## src/rtl/ssram_arbiter.sv

```systemverilog
// Two-port round-robin arbiter in front of a row/column-selected register bank.
// Each access walks IDLE->SETUP->STROBE->RELEASE, so one access completes every 4 cycles.
module ssram_arbiter #(
  parameter int WIDTH = 16,
  parameter int DEPTH = 256
) (
  input  logic             clk,
  input  logic             rst,
  // Requester handshake: req is held with we/addr/wdata stable until the
  // matching ack pulses for one cycle (RELEASE); the requester drops req in
  // that ack cycle. A req still high in the following IDLE is a new request.
  input  logic             a_req,
  input  logic             b_req,
  input  logic             a_we,
  input  logic             b_we,
  input  logic [7:0]       a_addr,
  input  logic [7:0]       b_addr,
  input  logic [WIDTH-1:0] a_wdata,
  input  logic [WIDTH-1:0] b_wdata,
  output logic             a_ack,
  output logic             b_ack,
  output logic [WIDTH-1:0] rdata,
  output logic [15:0]      row,
  output logic [15:0]      column,
  output logic             we,
  output logic             re,
  output logic [WIDTH-1:0] bus_wdata,
  output logic             bus_oe,
  input  logic [WIDTH-1:0] bus_rdata,
  output logic [1:0]       dbg_state_o
);

  typedef enum logic [1:0] {
    IDLE    = 2'd0,
    SETUP   = 2'd1,
    STROBE  = 2'd2,
    RELEASE = 2'd3
  } state_t;

  localparam logic [8:0] DEPTH_L = 9'(DEPTH);

  state_t           state_q, state_d;
  logic             last_b_q, last_b_d;
  logic             owner_b_q, owner_b_d;
  logic             we_q, we_d;
  logic [7:0]       addr_q, addr_d;
  logic [WIDTH-1:0] wdata_q, wdata_d;
  logic [WIDTH-1:0] rdata_q, rdata_d;
  logic             grant_b;
  logic             in_range;
  logic             active;

  assign in_range = ({1'b0, addr_q} < DEPTH_L);

  always_ff @(posedge clk) begin
    if (rst) begin
      state_q   <= IDLE;
      last_b_q  <= 1'b1;  // B counts as last granted, so A wins the first tie
      owner_b_q <= 1'b0;
      we_q      <= 1'b0;
      addr_q    <= '0;
      wdata_q   <= '0;
      rdata_q   <= '0;
    end else begin
      state_q   <= state_d;
      last_b_q  <= last_b_d;
      owner_b_q <= owner_b_d;
      we_q      <= we_d;
      addr_q    <= addr_d;
      wdata_q   <= wdata_d;
      rdata_q   <= rdata_d;
    end
  end

  always_comb begin
    state_d   = state_q;
    last_b_d  = last_b_q;
    owner_b_d = owner_b_q;
    we_d      = we_q;
    addr_d    = addr_q;
    wdata_d   = wdata_q;
    rdata_d   = rdata_q;
    grant_b   = 1'b0;
    case (state_q)
      IDLE: begin
        if (a_req || b_req) begin
          grant_b   = b_req && (!a_req || !last_b_q);
          owner_b_d = grant_b;
          last_b_d  = grant_b;
          we_d      = grant_b ? b_we    : a_we;
          addr_d    = grant_b ? b_addr  : a_addr;
          wdata_d   = grant_b ? b_wdata : a_wdata;
          state_d   = SETUP;
        end
      end
      SETUP:   state_d = STROBE;
      STROBE: begin
        state_d = RELEASE;
        // Out-of-range reads never touch the bank and return zero.
        if (!we_q) rdata_d = in_range ? bus_rdata : '0;
      end
      RELEASE: state_d = IDLE;
      default: state_d = IDLE;
    endcase
  end

  assign active = ((state_q == SETUP) || (state_q == STROBE)) && in_range;

  always_comb begin
    row       = '0;
    column    = '0;
    we        = 1'b0;
    re        = 1'b0;
    bus_oe    = 1'b0;
    bus_wdata = '0;
    if (active) begin
      row    = 16'h0001 << addr_q[7:4];
      column = 16'h0001 << addr_q[3:0];
      we     = we_q;
      re     = !we_q;
      bus_oe = we_q;
      if (we_q) bus_wdata = wdata_q;
    end
  end

  assign a_ack       = (state_q == RELEASE) && !owner_b_q;
  assign b_ack       = (state_q == RELEASE) && owner_b_q;
  assign rdata       = rdata_q;
  assign dbg_state_o = state_q;

endmodule

```

## config.mk

```make
export PLATFORM = sky130hd
export DESIGN_NAME = ssram_arbiter
export DESIGN_NICKNAME = d
export VERILOG_FILES = /design/src/rtl/ssram_arbiter.sv
export SDC_FILE = /design/constraint.sdc
export NUM_CORES = 1
export LEC_CHECK = 0
export ABC_CLOCK_PERIOD_IN_PS = 1900
export CAP_MARGIN = 20
export CELL_PAD_IN_SITES_DETAIL_PLACEMENT = 0
export CELL_PAD_IN_SITES_GLOBAL_PLACEMENT = 2
export CORE_ASPECT_RATIO = 1.4
export CORE_MARGIN = 10
export CORE_UTILIZATION = 19
export CTS_CLUSTER_DIAMETER = 200
export DETAILED_ROUTE_END_ITERATION = 7
export PLACE_DENSITY_LB_ADDON = 0.1
export SYNTH_ARGS = -nofsm -noshare
export SYNTH_HDL_FRONTEND = slang
export SYNTH_SLANG_ARGS = --single-unit
```

## constraint.sdc

```tcl
create_clock -name clk -period 1.9 [get_ports clk]
set_clock_uncertainty 0.05 [all_clocks]
set_input_delay 0.38 -clock clk [delete_from_list [all_inputs] [get_ports clk]]
set_output_delay 0.38 -clock clk [all_outputs]
set_load 0.1 [all_outputs]
```

* Word level (Yosys, flattened, before mapping)
Cells that the tools add are included.
** Word-level totals
- Bits in registers :: 45
- Bits of input ports :: 70
- Output and inout port bits :: 71
- Logic and storage cells :: 38
** Cells by class
- Equality and inequality tests :: 4
- Shift operators :: 2
- Multiplexer cells :: 11
- Bitwise gates (word level) :: 1
- Reduce and logical (&&, ||, !) cells :: 13
** Operator list (number)
- $mux 16 :: 5
- $shl 1x4->16 const A :: 2
- $mux 8 :: 1
- $pmux 2 s4 :: 1
- $eq 2x2->1 const B :: 2
- $logic_not 1->1 :: 4
- $reduce_and 2->1 :: 2
- $logic_and 1x1->1 :: 3
- $logic_or 1x1->1 :: 3
- $mux 1 :: 3
- $eq 2x1->1 const B :: 1
- $logic_not 2->1 :: 1
- $mux 2 :: 1
- $ne 2x2->1 const B :: 1
- $not 1->1 :: 1

* Depth between registers and ports, before layout
Gate-level depths: netlist (run 1).
- Depth after elaboration :: 4
- Depth in mapped cells :: 7
- Mapped depth without buffers :: 5

* Worst setup path before layout (run 1)
Ideal clock, no wire load.
- Path kind :: reg-to-output
- From :: register state_q[0] (netlist: dbg_state_o[0])
- To :: output port row[1]
- Arrival :: 4.867 ns
- Data required time :: 1.470 ns
- Path slack :: -3.397 ns
- Cell stages (with the launch flop) :: 6
- Buffers on the path :: 1
- Cell sequence :: dfxtp_1 -> inv_1 -> ha_1 -> nand2b_1 -> clkbuf_1 -> nor4b_1
** On the way
- Cells in the longest elaborated chain, start to end :: 3
- Elaborated cells between the ends (all ways) :: 4
- Classes of those cells :: 2 x eq/ne; 1 x mux; 1 x reduce/logical
** RTL lines
- start: declaration :: line 42 : state_t state_q, state_d;
- start signal: assignment :: line 65 : state_q <= state_d;
- $eq 2x1->1 / $eq 2x2->1 (equally long branches) :: line 107 : assign active = ((state_q == SETUP) || (state_q == STROBE)) && in_range;
- $logic_or 1x1->1 * :: line 107
- $mux 16 * :: line 116 : if (active) begin
- end: declaration :: line 23 : output logic [15:0] row,
Mark *: on every way between the ends. The rest lies on a longest branch, timed or not.

* Worst setup path after layout (run 1)
- From :: register state_q[0] (netlist: dbg_state_o[0])
- To :: output port bus_wdata[14]
** On the way
- Cells in the longest elaborated chain, start to end :: 3
- Elaborated cells between the ends (all ways) :: 4
- Classes of those cells :: 2 x eq/ne; 1 x mux; 1 x reduce/logical
** RTL lines
- $eq 2x1->1 / $eq 2x2->1 (equally long branches) :: line 107
- $logic_or 1x1->1 * :: line 107
- $mux 16 * :: line 116
- end: declaration :: line 27 : output logic [WIDTH-1:0] bus_wdata,
Marks and branches as above.

==> metrics.cfg, run 1 <==
[status]
outcome=complete, but fails checks
failed_checks=negative setup slack

[synthesis]
synth.top_cell.area_share_pct=37.36
synth-edff-count=0
synth_warnings=0
syn_area_mm2=0.002411
synthArstFlopShare_pct=0
synth_flop_cell=dfxtp_1
yosys.area.top_type=dfxtp_1
ys_seq_area_share_pct=37.36
synthDistinctLibCells=32
synth_common_cells=62 x nand2_1, 45 x dfxtp_1, 44 x nor2_1
synth_cells=317
synth_nets=390
synth_seq_cells=45
yosys-top-cells-area=dfxtp_1 37%, a211oi_2 9.9%, nand2_1 9.7%
synth.avg_cell_area_um2=7.606
yosysMostFrequentCell=nand2_1

[power_and_ir_drop]
switching_share_pct=51.31
power_frac_comb_pct=72.5
p_total_w=0.008918
power_frac_clock_pct=10.0
p_per_area_mw_per_mm2=1600
ir_drop_uv=1271
pwr-share-seq_pct=17.5
p_sw_w=0.004576
leakagePower_nw=2.029
p_int_w=0.004343

[routing]
via_count=2759
first_iter_violations=67
viasPerCell=4.457
ant_nets=0
drc_errors=0
wirelength_um=10640
first_pass_iters=4
wl_per_cell_um=17.20

[finish]
synthToLayoutAreaGrowth_pct=131.2
diodes=0
drive_gt1_share_pct=43.50
nets=541
final_area_mm2=0.005574

[cts]
clkTransAtPathRegs_ns=0.06
numCtsBuffers=5
cts.sinks=45
root_buffer=clkbuf_16
clockBufferDepth=2
insertion_delay_ns=0.29
tritoncts=built
postCtsHoldBufs=0
h-tree-depth=2

[critical_path]
cp_max_fo=9
critical_path_class=flip-flop to output port
required_ns=1.47
cp_data_arrival_time_ns=1.70
timing.critical_path.to_type=output port
worst_setup_path_start_kind=flip-flop

[floorplanning]
core_mm2=0.01237
dieArea_mm2=0.01766
die_y_um=153.3
rows=48
initial_utilization_pct=19.49
die_w_um=115.2
io_pins=141

[timing]
final.setup.worst_slack_ns=-0.2322
final_max_slew_viol_count=0
final-setup-viol-count=51
worst_pin_slew_ns=0.5298
period_share_pct=112.2
slew_headroom_pct=64.68
layout_min_cycle_time_ns=2.132
fmax_mhz=469.0
fin_hold_ws_ns=0.4434
fin_tns_setup_ns=-8.167
hold_violations=0
rsz0062_at_grt=true

[placed_design]
port_buffers=140
gp_congestion=0.7072
dp_hpwl_um=8134
dpl_cell_area_mm2=0.005271

[flow_run]
maxCapViolCount=0

[grt]
grt_max_degree=27
grt_pass1_wl_um=16470
grt_usage_pct=11.83
grt_pass1_vias=2850
grt-ovfl-total=0
antenna_found_initial=0

[hold_path]
hp-class=flip-flop to flip-flop

critical path: stages, from the launching register on:
cell	delay, ns
dfxtp_4	0.35
inv_4	0.04
ha_4	0.32
buf_4	0.17
clkbuf_16	0.16
and3_4	0.19
buf_12	0.17
routing by layer:
metal / GRT usage (%) / part of all wire, %
met2: 20.86 / 53
met1: 12.97 / 38
met5: 0 / 0
met3: 4.113 / 7.8
met4: 3.014 / 1.1
cell usage in the layout, fill, tap and decap left out, types with 2 or more instances in the layout:
cell type / instances
a211oi_1: 7
a211oi_2: 19
a21oi_1: 42
and3_4: 16
buf_12: 78
buf_4: 27
clkbuf_1: 2
clkbuf_16: 6
clkdlybuf4s50_1: 68
dfxtp_1: 41
dfxtp_2: 2
dfxtp_4: 2
ha_1: 2
nand2_1: 60
nand2b_1: 3
nand2b_4: 2
nand3b_1: 4
nor2_1: 28
nor2_4: 16
nor2b_4: 2
nor3_4: 10
nor4_4: 4
nor4b_4: 2
final cells by class:
class	instances	area [um^2]
Clock buffer	8	146.4
Fill cell	1176	6798
Inverter	2	10.01
Multi-Input combinational cell	238	1833
Sequential cell	45	910.9
Tap cell	150	187.7
Timing Repair Buffer	176	2486
flip-flops by register name (all words and copies together), names as in the netlist:
register / flops
owner_b_q: 1
dbg_state_o: 2
wdata_q: 16
last_b_q: 1
addr_q: 8
we_q: 1
rdata: 16
worst paths after layout:
check	from	to	slack [ns]	cells after the start
worst max register to register	dbg_state_o[1]	rdata[9]	0.48	6
worst max-delay path	dbg_state_o[0]	bus_wdata[14]	-0.23	6
worst min-delay path	rdata[15]	rdata[15]	0.44	2
worst min register to register	rdata[15]	rdata[15]	0.44	2
cell families after synthesis:
group | count (synthesis) | share of synthesized area, %
simple gates | 160 | 30.51
mux | 1 | 0.4152
fa+ha+maj | 3 | 1.557
flops | 45 | 37.36
compound gates | 74 | 23.20
buf+inv | 34 | 6.954
repair_timing:
item,CTS,global route
gates resized for setup,14,8
setup endpoints to repair,50,50
cloned,0,1
pin swaps,9,4
endpoints found under the hold margin,0,0
buffers inserted,5,5
power by group through the flow:
stage / clock network, W / registers (W) / logic, W
finish: 0.000892 / 0.00156 / 0.00647
global route: 0.000969 / 0.00160 / 0.00683
CTS: 0.000939 / 0.00155 / 0.00623
detailed placement: 0 / 0.00155 / 0.00600
global placement: 0 / 0.00154 / 0.00597
floorplan: 0 / 0.00204 / 0.00340
stage by stage:
step | util (%) | setup slack (ns) | std cells
floorplan | - | -0.8157 | 317
global placement | 42.61 | 0.04101 | 602
detailed placement | 42.61 | 0.02031 | 602
CTS | 44.43 | -0.2489 | 614
global route | 45.05 | -0.2875 | 619
finish | 45.05 | -0.2322 | 619
Power figures use the tool's default switching activity.
==> run 2, diff against run 1 <==
Settings changed: CAP_MARGIN 20 to default.
==> results of run 2 <==
Same layout as run 1: the final DEF is identical, and so are final timing and power.
==> run 3, diff against run 2 <==
Settings changed: MAX_ROUTING_LAYER from default to met4.
==> run 3 against run 2 <==
Net effect:
- the flow still finishes with violations (negative setup slack)
- setup slack got worse by 0.00086 ns
- final cell count unchanged
- global-route usage up 0.33 points
- power barely moved
- critical path type unchanged
- highest routed layer unchanged
==> metrics.cfg, run 3 (synthesized netlist as in run 1, its figures left out) <==
[finish]
synthToLayoutAreaGrowth_pct=131.2  ; unchanged
final_common_cell=buf_12
diodes=0  ; unchanged
nets=541  ; unchanged
layout_common_cells=78 x buf_12, 68 x clkdlybuf4s50_1, 60 x nand2_1
drive_gt1_share_pct=43.50  ; unchanged
layout.cells.non_filler=619  ; unchanged

[routing]
via_count=2756  ; -0.11%
drc_errors=0  ; unchanged
wl_per_cell_um=17.26  ; +0.38%
ant_nets=0  ; unchanged
wirelength_um=10680  ; +0.38%
first_pass_iters=4  ; unchanged
first_iter_violations=67  ; unchanged
viasPerCell=4.452  ; -0.11%

[cts]
root_buffer=clkbuf_16
insertion_delay_ns=0.29  ; about the same
tritoncts=built
cts.sinks=45  ; unchanged
clkTransAtPathRegs_ns=0.06  ; about the same
h-tree-depth=2  ; unchanged
postCtsHoldBufs=0  ; unchanged
clockBufferDepth=2  ; unchanged
numCtsBuffers=5  ; unchanged

[placed_design]
gp_congestion=0.7151  ; +1.1%
dp.cells=602  ; unchanged
port_buffers=140  ; unchanged
dp_hpwl_um=8134  ; unchanged

[power_and_ir_drop]
power_frac_comb_pct=72.5  ; about the same
p_total_w=0.008922  ; about the same
p_per_area_mw_per_mm2=1601  ; about the same
ir_drop_uv=1271  ; about the same
p_sw_w=0.004580  ; about the same
leakagePower_nw=2.029  ; unchanged
switching_share_pct=51.33  ; about the same
p_int_w=0.004343  ; about the same
pwr-share-seq_pct=17.5  ; about the same
power_frac_clock_pct=10.0  ; about the same

[timing]
rsz0062_at_grt=true
final.setup.worst_slack_ns=-0.2331  ; -0.0008560 ns
layout_min_cycle_time_ns=2.133  ; +0.0008560 ns
final-setup-viol-count=51  ; unchanged
fmax_mhz=468.8  ; about the same
worst_pin_slew_ns=0.5373  ; +0.007501 ns
period_share_pct=112.3  ; about the same
slew_headroom_pct=64.18  ; -0.50 points
final_max_slew_viol_count=0  ; unchanged
hold_violations=0  ; unchanged

[critical_path]
required_ns=1.47  ; about the same
r2r-end=rdata[9]
worst-r2r-setup-slack_ns=0.49  ; about the same
worst_setup_path_start_kind=flip-flop
timing.critical_path.to_type=output port
critical_path_class=flip-flop to output port
reg2reg_from=dbg_state_o[0]
cp_data_arrival_time_ns=1.70  ; about the same
cp_max_fo=9  ; unchanged
rr_worst_depth=7  ; +1

[flow_run]
maxCapViolCount=0  ; unchanged

[floorplanning]
rows=48  ; unchanged
initial_utilization_pct=19.49  ; unchanged
io_pins=141  ; unchanged
die_w_um=115.2  ; unchanged
die_y_um=153.3  ; unchanged
core_mm2=0.01237  ; unchanged
dieArea_mm2=0.01766  ; unchanged

[grt]
grt_pass1_wl_um=16460  ; about the same
grt_pass1_vias=2854  ; +0.14%
grt-ovfl-total=0  ; unchanged
grt_max_degree=27  ; unchanged
antenna_found_initial=0  ; unchanged
grt_usage_pct=12.16  ; +0.33 points

[status]
outcome=complete, but fails checks
failed_checks=negative setup slack

[hold_path]
worstHoldStart=rdata[15]
whs_endpoint=rdata[15]
holdPathStages=2  ; unchanged
hp-class=flip-flop to flip-flop

==> run 3: cell counts in the layout (fill, tap and decap cells not counted) <==
Identical to the previous run, type by type.
==> run 3: worst max path at each step <==
stage,start,slack [ns],end
floorplan,dbg_state_o[0],-0.82,row[1]
global placement,dbg_state_o[0],0.04,row[0]
detailed placement,dbg_state_o[0],0.02,row[0]
CTS,dbg_state_o[0],-0.25,row[13]
global route,dbg_state_o[0],-0.29,column[14]
finish,dbg_state_o[0],-0.23,bus_wdata[5]
==> run 3: critical path: stages (launching register included) <==
cell,delay [ns]
dfxtp_4,0.35
inv_4,0.04
ha_4,0.32
buf_4,0.17
clkbuf_16,0.16
and3_4,0.20
buf_12,0.17
==> run 3: final cells by class <==
| cell class | instances | area (um^2) |
|---|---|---|
| clock buffers | 8 | 146.4 |
| fillers | 1176 | 6798 |
| multi-input cells | 238 | 1833 |
| inverters | 2 | 10.01 |
| repair buffers | 176 | 2486 |
| well taps | 150 | 187.7 |
| flip-flops and latches | 45 | 910.9 |
==> run 3: power by group through the flow <==
stage | Sequential, W | Combinational [W] | Clock (W)
detailed placement | 0.00155 | 0.00600 | 0
global route | 0.00160 | 0.00683 | 0.000969
finish | 0.00156 | 0.00647 | 0.000892
global placement | 0.00154 | 0.00597 | 0
floorplan | 0.00204 | 0.00340 | 0
CTS | 0.00155 | 0.00623 | 0.000939
==> run 3: timing repair <==
| item | CTS | global route |
|---|---|---|
| cloned | 0 | 1 |
| resized for setup | 14 | 8 |
| pin swaps | 9 | 4 |
| buffers inserted | 5 | 5 |
| setup endpoints to repair | 50 | 50 |
| hold endpoints to repair | 0 | 0 |
==> run 3: stage by stage <==
stage / util [%] / setup TNS [ns] / setup slack (ns) / hold slack (ns) / instance area (um^2)
after detailed placement: 42.61 / 0 / 0.02031 / 0.4348 / 5271
after CTS: 44.43 / -8.335 / -0.2489 / 0.4440 / 5497
after global routing: 45.05 / -11.37 / -0.2907 / 0.4585 / 5574
final: 45.05 / -8.194 / -0.2331 / 0.4426 / 5574
after global placement: 42.61 / 0 / 0.04101 / 0.4295 / 5271
after floorplan: - / -18.32 / -0.8157 / 0.4292 / 2872
==> run 3: metal layers <==
metal | track usage, % | share of wire (%) | wire (um) | up-vias
li1 | - | - | - | 1381
met1 | 13.20 | 39 | 4140 | 1283
met2 | 20.94 | 54 | 5718 | 85
met3 | 3.643 | 6.8 | 722 | 7
met4 | 3.014 | 0.95 | 102 | 0
met5 | - | 0 | 0 | -
